## config.mk

```make
export PLATFORM = sky130hd
export DESIGN_NAME = rgb565_grayscale_ci
export DESIGN_NICKNAME = d
export VERILOG_FILES = /design/src/rtl/rgb565_grayscale_ci.sv
export SDC_FILE = /design/constraint.sdc
export NUM_CORES = 1
export LEC_CHECK = 0
export BUFFER_PORTS_ARGS = -buffer_cell sky130_fd_sc_hd__buf_4
export CORE_ASPECT_RATIO = 1.1
export CORE_UTILIZATION = 54
export CTS_CLUSTER_DIAMETER = 60
export DETAILED_ROUTE_END_ITERATION = 10
export PLACE_DENSITY = 0.79
export SYNTH_ARGS = -nofsm -noshare
export SYNTH_HDL_FRONTEND = slang
export SYNTH_SLANG_ARGS = --single-unit
```

## constraint.sdc

```tcl
create_clock -name clock -period 7.3 [get_ports clock]
set_input_delay 0.73 -clock clock [delete_from_list [all_inputs] [get_ports clock]]
set_output_delay 0.73 -clock clock [all_outputs]
set_load 0.1 [all_outputs]
```

## src/rtl/rgb565_grayscale_ci.sv

```systemverilog
// Custom-instruction unit: converts four packed RGB565 pixels to 8-bit luminance.
// Result bus is zero outside the single done cycle so it can be OR-combined.
module rgb565_grayscale_ci #(
    parameter logic [7:0]  customInstructionId = 8'd0,
    parameter int unsigned PIXELS_PER_CYCLE    = 1,
    parameter logic [7:0]  WEIGHT_R            = 8'd54,
    parameter logic [7:0]  WEIGHT_G            = 8'd183,
    parameter logic [7:0]  WEIGHT_B            = 8'd19
) (
    input  logic        clock,
    input  logic        reset,
    input  logic        start,
    input  logic [7:0]  iseId,
    input  logic [31:0] valueA,
    input  logic [31:0] valueB,
    output logic        done,
    output logic [31:0] result
);

    localparam int unsigned NUM_PIX   = 4;
    localparam int unsigned PIX_W     = 16;
    localparam int unsigned GRAY_W    = 8;
    localparam int unsigned CNT_W     = 2;
    localparam int unsigned SUM_W     = 18;
    localparam int unsigned PROD_W    = 16;
    localparam int unsigned PIX_REG_W = NUM_PIX * PIX_W;
    localparam int unsigned RES_W     = NUM_PIX * GRAY_W;

    if (!(PIXELS_PER_CYCLE == 1 || PIXELS_PER_CYCLE == 2 || PIXELS_PER_CYCLE == 4)) begin : g_bad_ppc
        $error("PIXELS_PER_CYCLE must be 1, 2 or 4");
    end

    typedef enum logic [1:0] {
        IDLE,
        CONVERT,
        DONE
    } state_t;

    state_t                 state_q, state_d;
    logic [CNT_W-1:0]       cnt_q, cnt_d;
    logic [PIX_REG_W-1:0]   pix_q, pix_d;
    logic [RES_W-1:0]       acc_q, acc_d;
    logic                   done_d;
    logic [RES_W-1:0]       result_d;
    logic [CNT_W-1:0]       idx_c;
    logic                   last_c;

    // Full-precision channel expansion, weighted sum, saturate above 255.
    function automatic logic [GRAY_W-1:0] to_gray(input logic [PIX_W-1:0] px);
        logic [7:0]        r8, g8, b8;
        logic [PROD_W-1:0] pr, pg, pb;
        logic [SUM_W-1:0]  sum;
        r8  = {px[15:11], px[15:13]};
        g8  = {px[10:5], px[10:9]};
        b8  = {px[4:0], px[4:2]};
        pr  = PROD_W'(WEIGHT_R) * PROD_W'(r8);
        pg  = PROD_W'(WEIGHT_G) * PROD_W'(g8);
        pb  = PROD_W'(WEIGHT_B) * PROD_W'(b8);
        sum = SUM_W'(pr) + SUM_W'(pg) + SUM_W'(pb);
        return (sum[17:16] != 2'b00) ? 8'hFF : sum[15:8];
    endfunction

    assign last_c = (3'(cnt_q) + 3'(PIXELS_PER_CYCLE)) == 3'(NUM_PIX);

    always_ff @(posedge clock or posedge reset) begin
        if (reset) begin
            state_q <= IDLE;
            cnt_q   <= '0;
            pix_q   <= '0;
            acc_q   <= '0;
            done    <= 1'b0;
            result  <= '0;
        end else begin
            state_q <= state_d;
            cnt_q   <= cnt_d;
            pix_q   <= pix_d;
            acc_q   <= acc_d;
            done    <= done_d;
            result  <= result_d;
        end
    end

    always_comb begin
        state_d  = state_q;
        cnt_d    = cnt_q;
        pix_d    = pix_q;
        acc_d    = acc_q;
        done_d   = 1'b0;
        result_d = '0;
        idx_c    = '0;
        case (state_q)
            IDLE: begin
                if (start && (iseId == customInstructionId)) begin
                    pix_d   = {valueB, valueA};
                    acc_d   = '0;
                    cnt_d   = '0;
                    state_d = CONVERT;
                end
            end
            CONVERT: begin
                // cnt is always a multiple of PIXELS_PER_CYCLE, so cnt+j never wraps
                for (int unsigned j = 0; j < PIXELS_PER_CYCLE; j++) begin
                    idx_c = cnt_q + CNT_W'(j);
                    acc_d[GRAY_W*idx_c +: GRAY_W] = to_gray(pix_q[PIX_W*idx_c +: PIX_W]);
                end
                cnt_d = cnt_q + CNT_W'(PIXELS_PER_CYCLE);
                if (last_c) begin
                    state_d  = DONE;
                    done_d   = 1'b1;
                    result_d = acc_d;
                end
            end
            DONE: begin
                state_d = IDLE;
            end
            default: begin
                state_d = IDLE;
            end
        endcase
    end

endmodule

```

==> metrics, run 1 <==
status=finished clean; leakage power=0.00579 µW; crit path capture type=flip-flop; synth warn=0; grt ovf=0; CTS root buf=clkbuf_16; nets@finish=about 1,100; Async SR Flop Fraction=1.00; Inserted Diodes=0; CP Data Arrival Time=around 7.3 ns; final period utilization=0.958; Critical Path Max Stage Delay=0.64 ns; worst-path cell chain=buf_4 > mux4_2 > ha_1 > inv_1 > fa_1 > inv_1 > fa_1 > inv_1 > ha_1 > a2111o_1 > nand3_1 > a21bo_2 > nand3_1 > fa_1 > ha_1 > a2111oi_0 > o21ai_0 > a21oi_1 > nand2_1 > nor2_1 > o21ai_0; global-route wire length before repair=33,300 µm; Area Overhead vs Synth=18.8%; CTS tree=built; Rows=49; worst hold path class=flip-flop to flip-flop; residual DRC count=0; clk sink count=133; Mean Syn Cell Area=11.2 µm²; CTS max path bufs=2; Peak VDD IR=0.180 mV; WL final=20,200 µm; final max-slew violation count=0; drt wl/cell=17.9 µm; Slew HR=0.286; PortBufs=~110; min Tclk post-route=7.00 ns; dpl hpwl=approximately 15,000 µm; die height=137 µm; Net Count, Synth=between 1,000 and 1,500; total I/O pin count=108; pin count of the biggest net entering global routing=72; Post-CTS Setup Bufs=0; crit path from=cnt_q[0]; flops & latches, synth=between 100 and 150; GPL Wtd Cong=approximately 0.87; layout cells sized above 1=0.252; crit path kind=flip-flop to flip-flop; Cell Pwr Density=slightly below 300 nW/µm²; unrepaired setup endpoints after global routing=true; Worst-path clk slew=about 0.07 ns; maximum clock frequency=143 MHz; Post-synth EDFFs=0; slew of the pin with the lowest slew margin=1.06 ns; GRT Total Usage=0.253; post-synthesis cell type count=55; critical-path maximum fanout=12; drt first pass iters=4; initial antenna violation count=0; CTS buffer count=17; setup violators final=0; Post-CTS Hold Buffers=0; final core utilization=0.653; 1st-iter DRT viols=355; post-route ant nets=0; vias in the first global route=approximately 6,700; Mapped Area=8960 µm²; R2R Path Start=cnt_q[0]; core area=16,300 µm²; slowest cell on the critical path=mux4_2; Clock Skew=about 0.011 ns; CP Launch Type=flip-flop; die area=17,100 µm²; vias per cell=5.66; instance count of the mapped netlist=800; total number of vias=around 6,400; CTS HTree Levels=4; worst skew pair latency=0.42 ns; top_reg_cell synth=dfrtp_1; final hold vios=0; Initial Utilization=0.550; MaxCap Viol Count=0; required time of the worst setup path=7.56 ns; Seq/Total Area, Yosys=0.371; Final Total Pwr=3090 µW; die width=125 µm; hold_sp=acc_q[18]
report_power, final:
part           leakage (µW)  total (µW)  switching (µW)  internal, µW
Sequential          0.00178         860            46.8           813
Clock              0.000307         931             343           588
Combinational       0.00370        1300             815           486
Total               0.00579        3090            1200          1890
cell usage after synthesis, types with 4 or more instances:
| cell | n | area (µm²) |
|---|---|---|
| dfrtp_1 | 133 | 3330 |
| nand4_1 | 6 | 37.5 |
| nor2b_1 | 5 | 31.3 |
| nand3_1 | 9 | 45.0 |
| mux2_2 | 64 | 721 |
| o31ai_1 | 5 | 37.5 |
| a32o_1 | 4 | 40.0 |
| a22o_1 | 5 | 43.8 |
| fa_1 | 59 | 1180 |
| nor2_1 | 19 | 71.3 |
| and2_1 | 4 | 25.0 |
| nand2_1 | 74 | 278 |
| xnor2_1 | 5 | 43.8 |
| ha_1 | 91 | 1140 |
| clkbuf_1 | 14 | 52.6 |
| nor3_1 | 9 | 45.0 |
| a21boi_0 | 4 | 30.0 |
| inv_1 | 123 | 462 |
| mux2i_1 | 5 | 50.1 |
| and3_1 | 6 | 37.5 |
| o21ai_0 | 58 | 290 |
| xor2_1 | 10 | 87.6 |
| o211ai_1 | 5 | 37.5 |
| a21o_1 | 4 | 30.0 |
| mux4_2 | 16 | 360 |
| a21oi_1 | 21 | 105 |
worst max-delay path, delay by kind of cell (launching register included):
family	cells	cell delay [ns]
DFF	1	0.56
buffers and inverters	4	0.45
muxes	1	0.64
AOI/OAI and AO/OA	6	1.80
adders and majority gates	6	2.36
and+or+nand+nor	4	1.01
cells in the final DEF, fill, tap and decap left out, types with 3 or more instances in the layout:
master	Yosys	final
a21boi_0	4	4
o31ai_1	5	4
buf_4	0	112
mux4_2	16	16
clkbuf_16	0	17
a22o_1	5	5
inv_1	123	122
and2_1	4	4
a32o_1	4	4
nand2_1	74	74
fa_1	59	59
a21o_1	4	4
a21oi_1	21	21
nand3_1	9	8
xnor2_1	5	5
nor3_1	9	9
nand3b_1	3	3
dfrtp_1	133	133
inv_6	0	4
nand4_1	6	6
o21ai_0	58	58
mux2i_1	5	5
nor2b_1	5	5
nor2_1	19	18
bufinv_16	0	4
o211ai_1	5	5
xor2_1	10	10
and3_1	6	6
ha_1	91	91
mux2_2	64	64
a211o_1	3	3
area by class of cell:
class	count	area, µm²
well taps	204	255
inverters	123	464
clock buffers	19	443
fillers	1223	5660
repair buffers	112	841
clock inverters	13	195
flip-flops and latches	133	3330
multi-input cells	527	5120
through the flow:
stage / cell area [µm²] / setup WS [ns] / setup TNS, ns / hold slack [ns] / instances
after detailed placement: 10000 / 0.330 / 0 / 0.463 / 1099
after global placement: 10000 / 0.508 / 0 / 0.458 / 1099
after CTS: 10600 / 0.276 / 0 / 0.478 / 1131
final: 10700 / 0.304 / 0 / 0.471 / 1131
after floorplan: 8960 / 0.523 / 0 / 0.448 / 800
after global routing: 10700 / -0.112 / -1.08 / 0.480 / 1131
per-layer routing:
metal  share of wire  GRT usage
met4           0.019     0.0854
met5               0          0
met1            0.42      0.321
met2            0.51      0.445
met3           0.045     0.0414
cell families (layout without fill, tap and decap cells):
group / Yosys count / count (layout) / share of synthesized area
flip-flops: 133 / 133 / 0.371
multiplexers: 85 / 85 / 0.126
AND/OR/NAND/NOR: 148 / 148 / 0.0775
buffers and inverters: 140 / 267 / 0.0591
adder cells (fa/ha/maj): 150 / 150 / 0.259
AO/OA/AOI/OAI: 129 / 129 / 0.0924
XOR/XNOR: 15 / 15 / 0.0147
state kept, by name (all words and copies together), names as in the netlist:
signal / flops
acc_q: 32
cnt_q: 2
done: 1
pix_q: 64
result: 32
state_q: 2
final timing paths:
path	end	slack, ns	depth (start not counted)
max	acc_q[26]	0.30	21
min	result[18]	0.47	2
max reg2reg	acc_q[26]	0.30	21
min reg2reg	result[18]	0.47	2
max in group asynchronous	pix_q[9]	5.52	3
min in group asynchronous	acc_q[7]	0.48	2
repair_timing:
item | CTS | global route
endpoints found under the setup margin | 0 | 32
endpoints found under the hold margin | 0 | 0
gates resized for setup | 0 | 2
No activity file was read; power rests on OpenSTA's default activity.
==> run 2: changes to the inputs <==
--- a/config.mk
+++ b/config.mk
@@ -6,7 +6,6 @@
 export NUM_CORES = 1
 export LEC_CHECK = 0
 export BUFFER_PORTS_ARGS = -buffer_cell sky130_fd_sc_hd__buf_4
-export CORE_ASPECT_RATIO = 1.1
 export CORE_UTILIZATION = 54
 export CTS_CLUSTER_DIAMETER = 60
 export DETAILED_ROUTE_END_ITERATION = 10
==> run 2 against run 1 <==
Utilization is 0.80 points higher. Worst setup slack improved by 0.047 ns. Clock skew shrank 0.0055 ns. Maximum frequency is 0.68% higher. Final cell count increased by 1.6%. Sequential power about the same. Clock power down 15%. Register-to-register slack better by 0.05 ns. Critical path depth shrank 2. First-iteration DRC count rose by 7.0%. Critical endpoint is now result[7].
==> metrics, run 2 (synthesis results as in run 1) <==
total I/O pin count=108 (unchanged); Area Overhead vs Synth=18.5%; Worst Path Buf+Inv=5 (+1); Post-CTS Hold Buffers=0 (unchanged); crit path kind=flip-flop to flip-flop; final hold vios=0 (unchanged); final period utilization=0.952 (-0.00647); drt first pass iters=5 (+1); global-route wire length before repair=33,600 µm (+0.95%); unrepaired setup endpoints after global routing=false; grt ovf=0 (unchanged); maximum clock frequency=144 MHz (+0.68%); worst hold path class=primary input to async pin; GPL Wtd Cong=0.918 (+5.1%); Slew HR=0.278 (-0.00848); final max-slew violation count=0 (unchanged); worst skew pair latency=0.42 ns (about the same); Inserted Diodes=0 (unchanged); vias in the first global route=6,840 (+1.6%); min Tclk post-route=6.95 ns (-0.0472 ns); CP Data Arrival Time=7.22 ns (-0.04 ns); CTS root buf=clkbuf_16; Logic pwr share=0.448 (+0.027); Worst-path clk slew=0.06 ns (about the same); max reg flops=64 (unchanged); CTS tree=built; Critical Path Max Stage Delay=0.61 ns (-0.03 ns); WL final=20,200 µm (+0.20%); leakage power=0.00579 µW (-0.12%); Initial Utilization=0.558 (+0.00856); Peak VDD IR=0.172 mV (-4.2%); dpl hpwl=15,400 µm (+2.7%); CP Launch Type=flip-flop; worst-path cell chain=mux4_2 > buf_4 > fa_1 > fa_1 > inv_1 > fa_1 > inv_1 > fa_1 > fa_1 > inv_1 > fa_1 > inv_1 > ha_1 > a211o_1 > a211o_1 > a311o_1 > a21oi_1 > nor4b_2 > o31ai_1; die area=17,100 µm² (about the same); critical-path maximum fanout=9 (-3); Post-CTS Setup Bufs=0 (unchanged); commonest non-fill, non-tap cell in the layout=dfrtp_1; power share of the clock group=0.264 (-0.037); Sw Share=0.406 (+0.0164); Rows=46 (-6.1%); final core utilization=0.661 (+0.00800); CTS buffer count=17 (unchanged); layout cells sized above 1=0.256 (+0.00374); vias per cell=5.62 (-0.78%); slowest cell on the critical path=mux4_2; CTS max path bufs=2 (unchanged); core area=16,100 µm² (-1.5%); commonest cells after routing, fill and taps aside=dfrtp_1 (133), inv_1 (122), buf_4 (118); leading registers by flop count=pix_q (64), acc_q (32), result (32); fill cell count=1,184 (-3.2%); die width=131 µm (+4.8%); drt wl/cell=17.6 µm (-1.4%); initial antenna violation count=0 (unchanged); residual DRC count=0 (unchanged); crit-path leading delay family=adder cells; required time of the worst setup path=7.58 ns (+0.02 ns); clk sink count=133 (unchanged); status=finished clean; crit path capture type=flip-flop; Switch Pwr=1220 µW (+1.1%); die height=131 µm (-4.6%); Reg power frac=0.288 (+0.010); setup TNS=0 ns (unchanged); 1st-iter DRT viols=380 (+7.0%); Final Total Pwr=3000 µW (-3.0%); GRT Total Usage=0.262 (+0.00849); setup violators final=0 (unchanged); Top cell by count, worst path=fa_1; CTS HTree Levels=4 (unchanged); Cell Pwr Density=282 nW/µm² (-2.7%); total number of vias=6,457 (+0.80%); post-route ant nets=0 (unchanged); Reg with most FFs=pix_q; MaxCap Viol Count=0 (unchanged); post-cts resize count=0 (unchanged); pin count of the biggest net entering global routing=83 (+15%); PortBufs=107 (unchanged); cell-internal power=1780 µW (-5.6%); nets@finish=1,145 (+0.53%); slew of the pin with the lowest slew margin=1.07 ns (+0.0126 ns); Clock Skew=0.00574 ns (-0.00551 ns)
[run 2: cell types whose count changed in the layout (fill, tap and decap cells not counted), sizes merged]
cell / previous run / this run
buf: 112 / 118
inv: 128 / 127
clkinvlp: 2 / 1
bufinv: 4 / 0
clkinv: 2 / 8
[run 2: stage by stage]
step                      hold WS (ns)  cells  cell area (µm²)  setup slack [ns]
after floorplan                  0.448    800             8960             0.523
after global placement           0.459   1117            10100             0.442
after detailed placement         0.466   1117            10100             0.406
after CTS                        0.400   1149            10600             0.383
after global routing             0.440   1149            10600          0.000419
final                            0.390   1149            10600             0.351
[run 2: area by class of cell]
cell class / count / area, µm² / area share
tap: 216 / 270 / 0.0255
inverter: 123 / 464 / 0.0437
multi-input combinational: 527 / 5120 / 0.482
clock buffer: 19 / 453 / 0.0427
timing repair buffer: 118 / 886 / 0.0834
clock inverter: 13 / 97.6 / 0.00919
sequential: 133 / 3330 / 0.313
[run 2: power groups by stage]
stage	sequential, µW	combinational, µW	clock, µW
2_1_floorplan	866	918	0
3_3_place_gp	869	1290	0
3_5_place_dp	872	1330	0
4_1_cts	862	1350	801
5_1_grt	871	1530	837
6_report	862	1340	792
[run 2: final timing paths]
kind | start | to | slack, ns | cells past startpoint
max in group asynchronous | reset | pix_q[33] | 5.46 | 3
max reg2reg | cnt_q[0] | result[7] | 0.35 | 19
min | reset | acc_q[26] | 0.39 | 2
min in group clock | acc_q[13] | acc_q[13] | 0.48 | 2
max | cnt_q[0] | result[7] | 0.35 | 19
min reg2reg | acc_q[13] | acc_q[13] | 0.48 | 2
[run 2: per-layer routing]
| metal | track usage | share of wire | vias to the layer above |
|---|---|---|---|
| met2 | 0.431 | 0.49 | 176 |
| met4 | 0.0730 | 0.015 | 0 |
| met3 | 0.0525 | 0.049 | 32 |
| met1 | 0.354 | 0.45 | 3281 |
| li1 | - | - | 2968 |
| met5 | 0 | 0 | - |
